<file path="config.mk">
export PLATFORM = sky130hd
export DESIGN_NAME = tx_trn_arbiter
export DESIGN_NICKNAME = d
export VERILOG_FILES = /design/src/rtl/tx_trn_arbiter.sv
export SDC_FILE = /design/constraint.sdc
export NUM_CORES = 1
export LEC_CHECK = 0
export ABC_AREA = 1
export CAP_MARGIN = 20
export CORE_MARGIN = 10
export CORE_UTILIZATION = 32
export DETAILED_ROUTE_END_ITERATION = 10
export GPL_TIMING_DRIVEN = 0
export PLACE_DENSITY = 0.82
export SETUP_SLACK_MARGIN = 0.3
export SYNTH_ARGS = -nofsm -noshare
export SYNTH_HDL_FRONTEND = slang
export SYNTH_SLANG_ARGS = --single-unit
</file>
<file path="constraint.sdc">
create_clock -name trn_clk -period 2.4 [get_ports trn_clk]
set_input_delay 0.6 -clock trn_clk [delete_from_list [all_inputs] [get_ports trn_clk]]
set_output_delay 0.6 -clock trn_clk [all_outputs]
set_load 0.01 [all_outputs]
</file>
<file path="src/rtl/tx_trn_arbiter.sv">
// tx_trn_arbiter
//   Shares one 64-bit TRN transmit interface among NUM_REQ TLP generators.
//   Turns are offered round-robin over the my_turn / driving_interface
//   handshake; the current owner's TRN and cfg_interrupt_n signals are muxed
//   onto the core with no added latency. Handshake violations and over-long
//   ownership are flagged with sticky status bits.
//
// Ports
//   trn_clk              TRN clock
//   reset                asynchronous, active-high reset
//   my_turn              one-hot turn offer (registered)
//   driving_interface    per-requester "I hold the interface"
//   req_trn_*            per-requester TRN buses, slice i = requester i
//   req_cfg_interrupt_n  per-requester interrupt request (active low)
//   trn_*                muxed TRN signals to the core
//   cfg_interrupt_n      muxed interrupt request to the core
//   owner                currently granted/offered index
//   protocol_error       sticky: a non-owner drove the interface
//   own_timeout          sticky: ownership lasted MAX_OWN cycles
module tx_trn_arbiter #(
    parameter int unsigned NUM_REQ      = 3,
    parameter int unsigned IDX_W        = 2,
    parameter int unsigned GRANT_WINDOW = 4,
    parameter int unsigned MAX_OWN      = 1024
) (
    input  logic                   trn_clk,
    input  logic                   reset,
    output logic [NUM_REQ-1:0]     my_turn,
    input  logic [NUM_REQ-1:0]     driving_interface,
    input  logic [64*NUM_REQ-1:0]  req_trn_td,
    input  logic [8*NUM_REQ-1:0]   req_trn_trem_n,
    input  logic [NUM_REQ-1:0]     req_trn_tsof_n,
    input  logic [NUM_REQ-1:0]     req_trn_teof_n,
    input  logic [NUM_REQ-1:0]     req_trn_tsrc_rdy_n,
    input  logic [NUM_REQ-1:0]     req_cfg_interrupt_n,
    output logic [63:0]            trn_td,
    output logic [7:0]             trn_trem_n,
    output logic                   trn_tsof_n,
    output logic                   trn_teof_n,
    output logic                   trn_tsrc_rdy_n,
    output logic                   cfg_interrupt_n,
    output logic [IDX_W-1:0]       owner,
    output logic                   protocol_error,
    output logic                   own_timeout
);

    localparam int unsigned WIN_W = $clog2(GRANT_WINDOW);
    localparam int unsigned OWN_W = $clog2(MAX_OWN + 1);

    typedef enum logic [1:0] {
        OFFER,
        OWNED,
        GAP
    } state_t;

    state_t             state;
    logic [IDX_W-1:0]   rr;
    logic [WIN_W-1:0]   win_cnt;
    logic [OWN_W-1:0]   own_cnt;
    logic [NUM_REQ-1:0] owner_mask;
    logic               stray;

    function automatic logic [IDX_W-1:0] next_idx(input logic [IDX_W-1:0] i);
        if (i == IDX_W'(NUM_REQ - 1)) begin
            return '0;
        end
        return i + 1'b1;
    endfunction

    function automatic logic [NUM_REQ-1:0] onehot(input logic [IDX_W-1:0] i);
        logic [NUM_REQ-1:0] v;
        v = '0;
        for (int unsigned k = 0; k < NUM_REQ; k++) begin
            if (i == IDX_W'(k)) begin
                v[k] = 1'b1;
            end
        end
        return v;
    endfunction

    // Any requester other than the owner that claims the interface or
    // asserts source-ready is a handshake violation; its inputs never reach
    // the mux because the select follows the owner register only.
    always_comb begin
        owner_mask = onehot(owner);
        stray      = (|(driving_interface & ~owner_mask)) |
                     (|(~req_trn_tsrc_rdy_n & ~owner_mask));
    end

    always_ff @(posedge trn_clk or posedge reset) begin
        if (reset) begin
            state          <= OFFER;
            rr             <= '0;
            owner          <= '0;
            my_turn        <= '0;
            win_cnt        <= '0;
            own_cnt        <= '0;
            protocol_error <= 1'b0;
            own_timeout    <= 1'b0;
        end else begin
            if (stray) begin
                protocol_error <= 1'b1;
            end

            case (state)
                OFFER: begin
                    // Ownership is tested before window expiry so a claim on
                    // the last offered cycle wins and rr does not advance.
                    if (driving_interface[rr]) begin
                        state   <= OWNED;
                        my_turn <= '0;
                        win_cnt <= '0;
                        own_cnt <= '0;
                        owner   <= rr;
                    end else if (my_turn == '0) begin
                        // First cycle out of reset: raise the offer without
                        // counting, so every window shows my_turn for
                        // GRANT_WINDOW full cycles.
                        my_turn <= onehot(rr);
                        owner   <= rr;
                    end else if (win_cnt == WIN_W'(GRANT_WINDOW - 1)) begin
                        rr      <= next_idx(rr);
                        owner   <= next_idx(rr);
                        my_turn <= onehot(next_idx(rr));
                        win_cnt <= '0;
                    end else begin
                        win_cnt <= win_cnt + 1'b1;
                    end
                end

                OWNED: begin
                    my_turn <= '0;
                    if (driving_interface[owner]) begin
                        if (own_cnt != OWN_W'(MAX_OWN)) begin
                            own_cnt <= own_cnt + 1'b1;
                        end
                        if (own_cnt == OWN_W'(MAX_OWN - 1)) begin
                            own_timeout <= 1'b1;
                        end
                    end else begin
                        rr      <= next_idx(owner);
                        own_cnt <= '0;
                        state   <= GAP;
                    end
                end

                GAP: begin
                    state   <= OFFER;
                    my_turn <= onehot(rr);
                    owner   <= rr;
                    win_cnt <= '0;
                end

                default: begin
                    state   <= OFFER;
                    my_turn <= '0;
                end
            endcase
        end
    end

    // Zero-latency output mux. Reset is folded in so the core sees the idle
    // pattern the moment reset asserts, even though owner resets to 0.
    always_comb begin
        trn_td          = '0;
        trn_trem_n      = '1;
        trn_tsof_n      = 1'b1;
        trn_teof_n      = 1'b1;
        trn_tsrc_rdy_n  = 1'b1;
        cfg_interrupt_n = 1'b1;
        if (!reset && (state != GAP)) begin
            for (int unsigned k = 0; k < NUM_REQ; k++) begin
                if (owner == IDX_W'(k)) begin
                    trn_td          = req_trn_td[64*k +: 64];
                    trn_trem_n      = req_trn_trem_n[8*k +: 8];
                    trn_tsof_n      = req_trn_tsof_n[k];
                    trn_teof_n      = req_trn_teof_n[k];
                    trn_tsrc_rdy_n  = req_trn_tsrc_rdy_n[k];
                    cfg_interrupt_n = req_cfg_interrupt_n[k];
                end
            end
        end
    end

endmodule

</file>
# Word level (Yosys, flattened, before mapping)
# Cells that the tools add are included.
dict set report op_classes {
  order_cmp 2
  n_eq_ne 20
  reduce_logical 17
  muxes 71
  n_addsub 4
  bitwise_logic 5
}
# operator count
set op_table {}
lappend op_table {{$mux W64} 4}
lappend op_table {{$mux W1} 33}
lappend op_table {{$mux W11} 3}
lappend op_table {{$mux W2} 16}
lappend op_table {{$mux W8} 4}
lappend op_table {{$pmux W11 S2} 1}
lappend op_table {{$pmux W2 S2} 4}
lappend op_table {{$ne A2 B2 Y1 const B} 6}
lappend op_table {{$add A11 B1 Y11 const B} 1}
lappend op_table {{$eq A11 B10 Y1 const B} 1}
lappend op_table {{$ne A11 B11 Y1 const B} 1}
lappend op_table {{$eq A2 B2 Y1 const B} 5}
lappend op_table {{$mux W3} 3}
lappend op_table {{$eq A2 B1 Y1 const B} 4}
lappend op_table {{$logic_not A2 Y1} 4}
lappend op_table {{$add A2 B1 Y2 const B} 3}
lappend op_table {{$and A3 B3 Y3} 2}
lappend op_table {{$lt A2 B3 Y1 const B} 2}
lappend op_table {{$ne A3 B3 Y1 const B} 2}
lappend op_table {{$not A3 Y3} 2}
lappend op_table {{$pmux W3 S2} 1}
lappend op_table {{$reduce_and A2 Y1} 3}
lappend op_table {{$reduce_and A3 Y1} 2}
lappend op_table {{$reduce_or A3 Y1} 2}
lappend op_table {{other kinds (8)} 10}
dict set report totals {
  reg_bits 24
  in_bits 233
  wordCells 127
}

# Logic depth before layout (Yosys ltp)
dict set report depth {
  word_depth 17
  ltp_mapped 11
}

# Worst setup path before layout
# Ideal clock, no wire load.
dict set report synth_path {
  kind {register -> output}
  startpoint {register owner[1]}
  endpoint {output trn_td[17]}
  required_ns 1.800
  path_stages_with_launch 9
  t_arrival_ns 1.389
  setup_slack_ns 0.411
  path_buffers 3
  cell_sequence {dfrtp_1 buf_2 nor2_2 buf_2 buf_2 nand2_1 nand3_1 nand2_1 inv_1}
}
dict set report synth_between {
  elab_chain_len 5
  word_cells_on_any_way 7
  cone_classes {eq/ne (2); mux (4); reduce/logical (1)}
}
# item line
set synth_lines {}
lappend synth_lines {{from (decl)} 42} ;# output logic [IDX_W-1:0] owner,
lappend synth_lines {{from (signal assigned)} 114} ;# owner <= rr;
lappend synth_lines {{from (signal assigned)} 120} ;# owner <= rr;
lappend synth_lines {{from (signal assigned)} 123} ;# owner <= next_idx(rr);
lappend synth_lines {{$logic_not A2 Y1} 173} ;# if (owner == IDX_W'(k)) begin
lappend synth_lines {{$mux W64 (2 in series)} 173}
lappend synth_lines {{$mux W64 *} 173}
lappend synth_lines {{$mux W64 *} 171} ;# if (!reset && (state != GAP)) begin
lappend synth_lines {{to (decl)} 36} ;# output logic [63:0] trn_td,
# Every way passes the cells marked *; elsewhere a longest branch is shown, timed or not.

# Worst setup path in the final report
dict set report layout_path {
  startpoint {register owner[1]}
  endpoint {output trn_td[52]}
}
# The elaborated chain is that of the path after synthesis.

==> flow_metrics.py <==
metrics = {
    "status": {
        "status": "finished with violations",
        "violations": "negative setup slack",
    },
    "power_and_ir_drop": {
        "switching_share": 0.5174,
        "p_seq_frac": 0.063,
        "ir_worst_vdd_v": 0.0005854,
        "clkPwrFrac": 0.027,
        "power.share.combinational": 0.911,
        "leakage_uw": 0.004592,
        "power_uw": 9369,
        "p_sw_uw": 4847,
        "p_int_uw": 4522,
        "power_density_nw_per_um2": 1046,
    },
    "die": {
        "io_pins": 316,
        "die_w_um": 125.6,
        "fp-row-count": 38,
        "core_area_sq_um": 10890,
        "fp.dieH_um": 125.6,
        "die_area_sq_um": 15780,
        "start_util": 0.3279,
    },
    "run": {
        "maxCapViolations": 0,
    },
    "sta": {
        "timing.setup.tns_ns": -1.553,
        "setup_ws_ns": -0.1580,
        "finalSetupViolations": 36,
        "fin_crit_sh": 1.066,
        "worstMarginPinSlew_ns": 0.9308,
        "max_freq_ghz": 0.3909,
        "slew_viol_final": 0,
        "relSlewSlack": 0.3788,
        "hold_viol": 0,
        "fin_crit_ns": 2.558,
        "skew_ns": 0.003484,
        "rsz0062_at_grt": "yes",
    },
    "yosys": {
        "ys_ff_latch": 24,
        "async_flop_share": 1.000,
        "synth_edf_count": 0,
        "yosysTopAreaCell": "nand2_1",
        "netlist_area_sq_um": 3570,
        "synth_top_area_share": 0.2955,
        "synth_area_leaders": "nand2_1, nand3_1, dfrtp_1",
        "synth_nets": 932,
        "synth_most_common_cell": "nand2_1",
        "synthCells": 696,
        "synth_common_cells": "nand2_1, nand3_1, inv_1",
        "ys.flop_type": "dfrtp_1",
        "ys_seq_area_frac": 0.1682,
        "syn_area_per_cell_sq_um": 5.129,
        "ys_warn_count": 0,
        "synthDistinctLibCells": 30,
    },
    "drt": {
        "ant_nets": 0,
        "wl_per_cell_um": 26.77,
        "routed-via-count": 7104,
        "wirelength_um": 32360,
        "drt-pass1-iter-count": 6,
        "viasPerCell": 5.876,
        "drc": 0,
        "drt_iter0_drc": 926,
    },
    "final_layout": {
        "post-route-cell-area_sq_um": 8955,
        "drive_gt1_frac": 0.3884,
        "fillers": 604,
        "area_growth_syn_to_layout_pct": 150.9,
        "nets": 1304,
        "utilization": 0.8225,
    },
    "critical_path": {
        "arrival_ns": 1.96,
        "path_max_fanout": 8,
        "critPathKind": "flop to output port",
        "cp.required_ns": 1.80,
        "cp-start-kind": "flop",
        "end_kind": "output port",
    },
    "clock_tree": {
        "cts_inserted_buffers": 3,
        "clock_sinks": 24,
        "path_clk_slew_ns": 0.08,
        "cts_tree": "built",
        "insertion_delay_ns": 0.27,
        "htreeDepth": 1,
        "clock-root-buffer": "clkbuf_8",
        "cts_max_path_buffers": 2,
        "cts_hold_buf": 0,
    },
    "hold_path": {
        "hold_path.class": "flop to flop",
    },
    "place": {
        "dpl_cell_area_sq_um": 6898,
        "place_hpwl_um": 20740,
        "port_buffers": 315,
        "gp_congestion": 0.9827,
    },
    "grt": {
        "grt_antenna_before_repair": 2,
        "grt_max_degree": 25,
        "first_global_vias": 6518,
        "grt_pass1_wl_um": 40340,
        "gr-usage-all-layers": 0.3255,
        "gr-total-overflow": 0,
    },
}
[per-layer routing]
| layer | GRT usage | vias up | part of all wire |
|---|---|---|---|
| li1 | - | 2958 | - |
| met5 | 0 | - | 0 |
| met4 | 0.1308 | 0 | 0.075 |
| met3 | 0.1334 | 195 | 0.15 |
| met1 | 0.3717 | 3272 | 0.33 |
| met2 | 0.5295 | 679 | 0.44 |
[through the flow]
stage | setup slack (ns) | std cells | hold WS (ns)
after floorplan | 0.4111 | 696 | 0.4494
after global placement | -0.7814 | 1151 | 0.4531
after detailed placement | -0.7723 | 1151 | 0.4593
after CTS | 0.01610 | 1195 | 0.4922
after global routing | -0.2840 | 1208 | 0.5305
final | -0.1580 | 1209 | 0.4811
[critical path, stage by stage (launching register included)]
cell and delay (ns):
dfrtp_1 0.39, buf_6 0.14, inv_2 0.09, buf_8 0.16, buf_8 0.14, buf_4 0.13, nand3_1 0.22, nand3_2 0.18
nand2_1 0.08, inv_2 0.06, buf_6 0.10
[power by group through the flow]
| stage | Sequential [uW] | Clock (uW) | Combinational, uW |
|---|---|---|---|
| global route | 600 | 267 | 8870 |
| detailed placement | 590 | 0 | 5070 |
| global placement | 588 | 0 | 5040 |
| floorplan | 589 | 0 | 2710 |
| CTS | 587 | 252 | 7100 |
| finish | 589 | 248 | 8530 |
[layout make-up]
type                    count  area (sq um)  share of cell area
repair buffers            367          3827              0.4274
multi-input cells         536          3401              0.3798
flip-flops and latches     24         603.1             0.06735
plain buffers              46         559.3             0.06246
inverters                  90         340.3             0.03800
well taps                 140         175.2             0.01956
clock buffers               3         41.29            0.004611
diodes                      3         7.507           0.0008383
[cell usage in the layout (no fill, tap or decap), drive strengths merged]
master,instances
ha,3
diode,3
nor3,1
o21ai,30
nand2,284
bufbuf,1
or2,1
a21oi,11
nor2,23
nand3,164
a31oi,1
o21bai,2
clkdlybuf4s50,238
inv,90
dfrtp,24
nand4,6
clkdlybuf4s15,2
clkbuf,19
xor2,2
a21o,2
xnor2,1
o2111ai,3
o22ai,1
a31o,1
buf,156
[repair_timing]
item,CTS,global route
resized for setup,649,152
setup endpoints to repair,76,76
pin swaps,46,35
cloned,10,0
setup buffers,31,11
[kinds of logic after synthesis]
kind of cell               Yosys count  share of synthesized area
buffers and inverters              136                     0.1556
adders and majority gates            3                    0.01052
and+or+nand+nor                    479                     0.5790
DFF                                 24                     0.1682
AOI/OAI and AO/OA                   51                    0.07922
xor gates and xnor gates             3                   0.007362
[registers in the layout, summed over array words and instances (netlist names)]
register and count:
win_cnt 2, own_timeout 1, state 2, protocol_error 1, owner 2, rr 2
my_turn 3, own_cnt 11
[path summary, 6_finish.rpt]
check / end / slack [ns] / from / depth (start not counted)
max: trn_td[52] / -0.16 / owner[1] / 10
min: own_timeout / 0.48 / own_timeout / 1
max reg2reg: own_cnt[8] / 0.76 / rr[1] / 9
min reg2reg: own_timeout / 0.48 / own_timeout / 1
max in group asynchronous: state[1] / 1.08 / reset / 2
min in group asynchronous: rr[1] / 0.69 / reset / 2
(Power assumes the default switching activity.)
==> RTL change 1: new RTL, same flow settings <==
Change the parameter `NUM_REQ` from 3 to 2.
--- a/src/rtl/tx_trn_arbiter.sv
+++ b/src/rtl/tx_trn_arbiter.sv
@@ -18,7 +18,7 @@
 //   protocol_error       sticky: a non-owner drove the interface
 //   own_timeout          sticky: ownership lasted MAX_OWN cycles
 module tx_trn_arbiter #(
-    parameter int unsigned NUM_REQ      = 3,
+    parameter int unsigned NUM_REQ      = 2,
     parameter int unsigned IDX_W        = 2,
     parameter int unsigned GRANT_WINDOW = 4,
     parameter int unsigned MAX_OWN      = 1024
Ports: changed (8 resized); port bits go from 316 to 238. The function was not compared with the original's and may differ.
==> RTL change 1 against the original RTL <==
- combinational power down 49%
- cell area down 32%
- power down 45%
- sequential share of layout area up 2.8 points
- routed wire length down 43%
- largest cell class unchanged
- sequential cell count down 1
- critical path depth down 3
- final cell count down 32%
- synthesized cell count down 36%
- synthesized area down 24%
- worst setup slack better by 0.32 ns
- maximum frequency up 14%
- sequential power down 13%
- count of clock-buffer cells in the layout up 1
==> RTL change 1: results (changes against the original RTL) <==
| Metric | Value |
|---|---|
| Drt first pass iters | 5 (was 6) |
| Layout cell share with drive strength beyond 1 | 0.348 (was 0.388) |
| Overall routing resource usage | 0.245 (was 0.325) |
| Synthesized netlist cell count | 448 (was 696) |
| HPWL Detailed | 13.5 mm (was 20.7 mm) |
| Actual slew at the worst max-slew pin | 0.905 ns (was 0.931 ns) |
| Port bufs | 237 (was 315) |
| Place WS | -0.551 ns (was -0.772 ns) |
| Post-Synth XOR/XNOR Area | 0.00322 (was 0.00736) |
| Largest net degree at the start of global routing | 24 (was 25) |
| Peak VDD IR | 0.000540 V (was 0.000585 V) |
| Antenna diodes | 0 (was 3) |
| WP data arrival | 1.64 ns (was 1.96 ns) |
| Hold Slack | 0.481 ns (about the same) |
| Placed cell areas | 0.00522 mm² (was 0.00690 mm²) |
| Register area share after synthesis | 0.212 (was 0.168) |
| Via count | 4746 (was 7104) |
| Comb power | 0.00437 W (was 0.00853 W) |
| Post-synthesis compound-gate area fraction | 0.202 (was 0.0792) |
| Drt via density | 5.78 (was 5.88) |
| Status | complete, no violations (was finished with violations) |
| PwrDens | 850 mW/mm² (was 1050 mW/mm²) |
| Initial antenna violation count | 0 (was 2) |
| Gpl congestion | 0.963 (was 0.983) |
| Register share of total power | 0.099 (was 0.063) |
| Reg2reg start | owner[0] (was rr[1]) |
| Final WL | 18.6 mm (was 32.4 mm) |
| First-pass GRT wire length | 25.4 mm (was 40.3 mm) |
| R2R cell count | 10 (was 9) |
| Fillcell total | 620 (was 604) |
| Reg2reg end | own_cnt[9] (was own_cnt[8]) |
[RTL change 1: changes by cell type after synthesis, moves of 5 or more]
cell,before,now
nand3_1,162,142
o21ai_1,14,4
inv_1,69,23
nand2_1,281,67
a21oi_1,11,66
nand4_1,6,14
nor2_1,18,13
inv_2,21,5
o21ai_0,16,11
o22ai_1,1,13
[RTL change 1: cells by family (layout without fill, tap and decap cells)]
| logic type | count (synthesis) | in the layout |
|---|---|---|
| DFF | 23 | 23 |
| adders and majority gates | 3 | 3 |
| xor gates and xnor gates | 1 | 1 |
| buffers and inverters | 69 | 337 |
| AOI/OAI and AO/OA | 101 | 101 |
| and+or+nand+nor | 251 | 251 |
[RTL change 1: worst max-delay path by stage]
stage | start | to | slack [ns] | cells after the start
after global routing | owner[0] | trn_td[2] | 0.11 | 7
after global placement | reset | trn_td[53] | -0.53 | 6
after floorplan | owner[1] | trn_td[10] | 0.52 | 5
after CTS | owner[0] | trn_td[44] | 0.23 | 7
after detailed placement | reset | trn_td[23] | -0.55 | 6
final | owner[0] | trn_td[27] | 0.16 | 7
[RTL change 1: layer usage]
layer / GRT usage / vias up / wire (µm)
met3: 0.0676 / 63 / 1850
li1: - / 2128 / -
met2: 0.420 / 327 / 8920
met4: 0.0871 / 0 / 973
met1: 0.287 / 2228 / 6840
met5: 0 / - / 0
[RTL change 1: layout make-up]
| class | instances | area, µm² | area share |
|---|---|---|---|
| plain buffers | 41 | 518 | 0.0856 |
| clock buffers | 4 | 45.0 | 0.00744 |
| inverters | 28 | 128 | 0.0211 |
| multi-input cells | 356 | 2230 | 0.368 |
| flip-flops and latches | 23 | 576 | 0.0951 |
| well taps | 105 | 131 | 0.0217 |
| repair buffers | 264 | 2430 | 0.401 |
==> RTL change 2: new RTL, same flow settings <==
Made on the original files. The 3 states of `state_t` get a one-hot encoding in 3 bits.
--- a/src/rtl/tx_trn_arbiter.sv
+++ b/src/rtl/tx_trn_arbiter.sv
@@ -47,10 +47,10 @@
     localparam int unsigned WIN_W = $clog2(GRANT_WINDOW);
     localparam int unsigned OWN_W = $clog2(MAX_OWN + 1);
 
-    typedef enum logic [1:0] {
-        OFFER,
-        OWNED,
-        GAP
+    typedef enum logic [2:0] {
+        OFFER = 3'b001,
+        OWNED = 3'b010,
+        GAP   = 3'b100
     } state_t;
 
     state_t             state;
Behaviour: no difference found for any inputs over 4 cycles, from zero or initial values and one cycle with reset high; so few cycles prove little.
==> RTL change 2 against the original RTL <==
- cell area is 8.5% lower
- routed wire length is 21% lower
- highest routed layer is now met5
- power is 27% lower
- sequential cell count is 1 higher
- the run still ends with setup timing left
- die area is 1.4% higher
- largest power group unchanged
- worst hold slack better by 0.0012 ns
- synthesized area is 1.7% higher
- critical path type unchanged
- critical path depth is 1 higher
- worst setup slack better by 0.15 ns
- largest cell class unchanged
==> RTL change 2: results (changes against the original RTL) <==
| Metric | Value |
|---|---|
| Status | finished with violations (unchanged) |
| Crit path max fanout | 5 (was 8) |
| Clock transition at path regs | 0.06 ns (was 0.08 ns) |
| Largest net degree at the start of global routing | 26 (was 25) |
| Register area share after synthesis | 0.173 (was 0.168) |
| WP data arrival | 1.80 ns (was 1.96 ns) |
| Peak VDD IR | 0.000931 V (was 0.000585 V) |
| Vias in the first global route | 5776 (was 6518) |
| Max incr delay on CP | 0.54 ns (was 0.39 ns) |
| Post-synthesis adder-cell area fraction | 0.0103 (was 0.0105) |
| Worst-skew pair later-pin latency | 0.25 ns (was 0.27 ns) |
| Synth unique cells | 30 (unchanged) |
| Port bufs | 315 (unchanged) |
| Final WL | 25.6 mm (was 32.4 mm) |
| Layout cell share with drive strength beyond 1 | 0.285 (was 0.388) |
| Mapped Nets | 944 (was 932) |
| Overall routing resource usage | 0.287 (was 0.325) |
| PwrDens | 836 mW/mm² (was 1050 mW/mm²) |
| Drt first pass iters | 5 (was 6) |
| First-pass GRT wire length | 36.3 mm (was 40.3 mm) |
| Synth cell count leaders | nand2_1, nand3_1, inv_1, o21ai_0, dfrtp_1 (was nand2_1, nand3_1, inv_1, buf_2, dfrtp_1) |
| HPWL Detailed | 19.6 mm (was 20.7 mm) |
| NumNets Final | 1318 (was 1304) |
| Post-Synth XOR/XNOR Area | 0.00241 (was 0.00736) |
| Placed cell areas | 0.00696 mm² (was 0.00690 mm²) |
| Syn avg cell area | 5.13 µm² (about the same) |
| Via count | 6413 (was 7104) |
| PnR worst setup slack | -0.00363 ns (was -0.158 ns) |
| Setup violations, final | 1 (was 36) |
| Lkg Pwr | 4.21 nW (was 4.59 nW) |
| Setup total negative slack | -0.00363 ns (was -1.55 ns) |
| Drt via density | 5.24 (was 5.88) |
| Initial antenna violation count | 5 (was 2) |
| Regs by FF count | own_cnt (11), my_turn (3), state (3) (was own_cnt (11), my_turn (3)) |
| CTS Root Cell | clkbuf_16 (was clkbuf_8) |
| Top cells by area, synth | nand2_1, nand3_1, dfrtp_1 (unchanged) |
| Failing checks | setup timing (unchanged) |
| Slew margin rel. | 0.374 (was 0.379) |
| Initial drt markers | 619 (was 926) |
[RTL change 2: cell count changes in the layout (fill, tap and decap cells not counted), sizes merged, moves of 5 or more]
cell / change
nand2: +21
clkbuf: -5
nand4: +10
nand3: -12
buf: +6
inv: +7
a21oi: -7
[RTL change 2: cell type report]
| type | count | area, µm² |
|---|---|---|
| tap | 140 | 175 |
| clock buffer | 3 | 75.1 |
| timing repair buffer | 369 | 3720 |
| antenna | 4 | 10.0 |
| clock inverter | 1 | 5.00 |
| buffer | 43 | 455 |
| fill | 879 | 2790 |
| sequential | 25 | 628 |
| inverter | 97 | 369 |
| multi-input combinational | 543 | 2750 |
[RTL change 2: path summary, 6_finish.rpt]
check,startpoint,end,slack (ns),depth (start not counted)
max in group asynchronous,reset,owner[1],1.02,2
min reg2reg,own_timeout,own_timeout,0.48,2
min,own_timeout,own_timeout,0.48,2
max,state[0],trn_td[9],-0.004,11
max reg2reg,state[0],own_cnt[2],0.72,9
min in group asynchronous,reset,own_cnt[7],0.75,2
[RTL change 2: logic make-up (layout without fill, tap and decap cells)]
group	after synthesis	after routing
other	0	4
and+or+nand+nor	503	503
AOI/OAI and AO/OA	36	36
adders and majority gates	3	3
xor gates and xnor gates	1	1
DFF	25	25
buffers and inverters	140	513
[RTL change 2: power groups by stage]
stage	Clock (W)	Sequential (W)	Combinational (W)
after global placement	0	0.000600	0.00451
after global routing	0.000383	0.000610	0.00631
after detailed placement	0	0.000605	0.00454
final	0.000357	0.000599	0.00589
after floorplan	0	0.000600	0.00253
after CTS	0.000365	0.000598	0.00529
[RTL change 2: per-layer routing]
metal | share of wire | vias to the layer above | routed length [µm] | track usage
met5 | 0.00051 | - | 13 | 0
li1 | - | 2982 | - | -
met4 | 0.033 | 2 | 843 | 0.0770
met2 | 0.50 | 406 | 12900 | 0.511
met3 | 0.10 | 62 | 2580 | 0.0633
met1 | 0.36 | 2961 | 9270 | 0.339
[RTL change 2: critical path, delay by kind of cell (launching register included)]
family,cells,cell delay [ns]
and+or+nand+nor,3,0.29
buffers and inverters,8,0.73
DFF,1,0.54
[RTL change 2: through the flow]
stage | utilization | setup WS (ns)
2_1_floorplan | - | 0.423
3_3_place_gp | 0.634 | -0.713
3_5_place_dp | 0.634 | -0.763
4_1_cts | 0.708 | -0.0206
5_1_grt | 0.745 | -0.0800
6_report | 0.746 | -0.00363
[RTL change 2: timing repair]
action	CTS	global route
cloned	6	2
pin swaps	36	17
hold buffers	0	0
resized for setup	534	99
buffers inserted	37	9
setup endpoints to repair	76	76
hold endpoints to repair	0	0
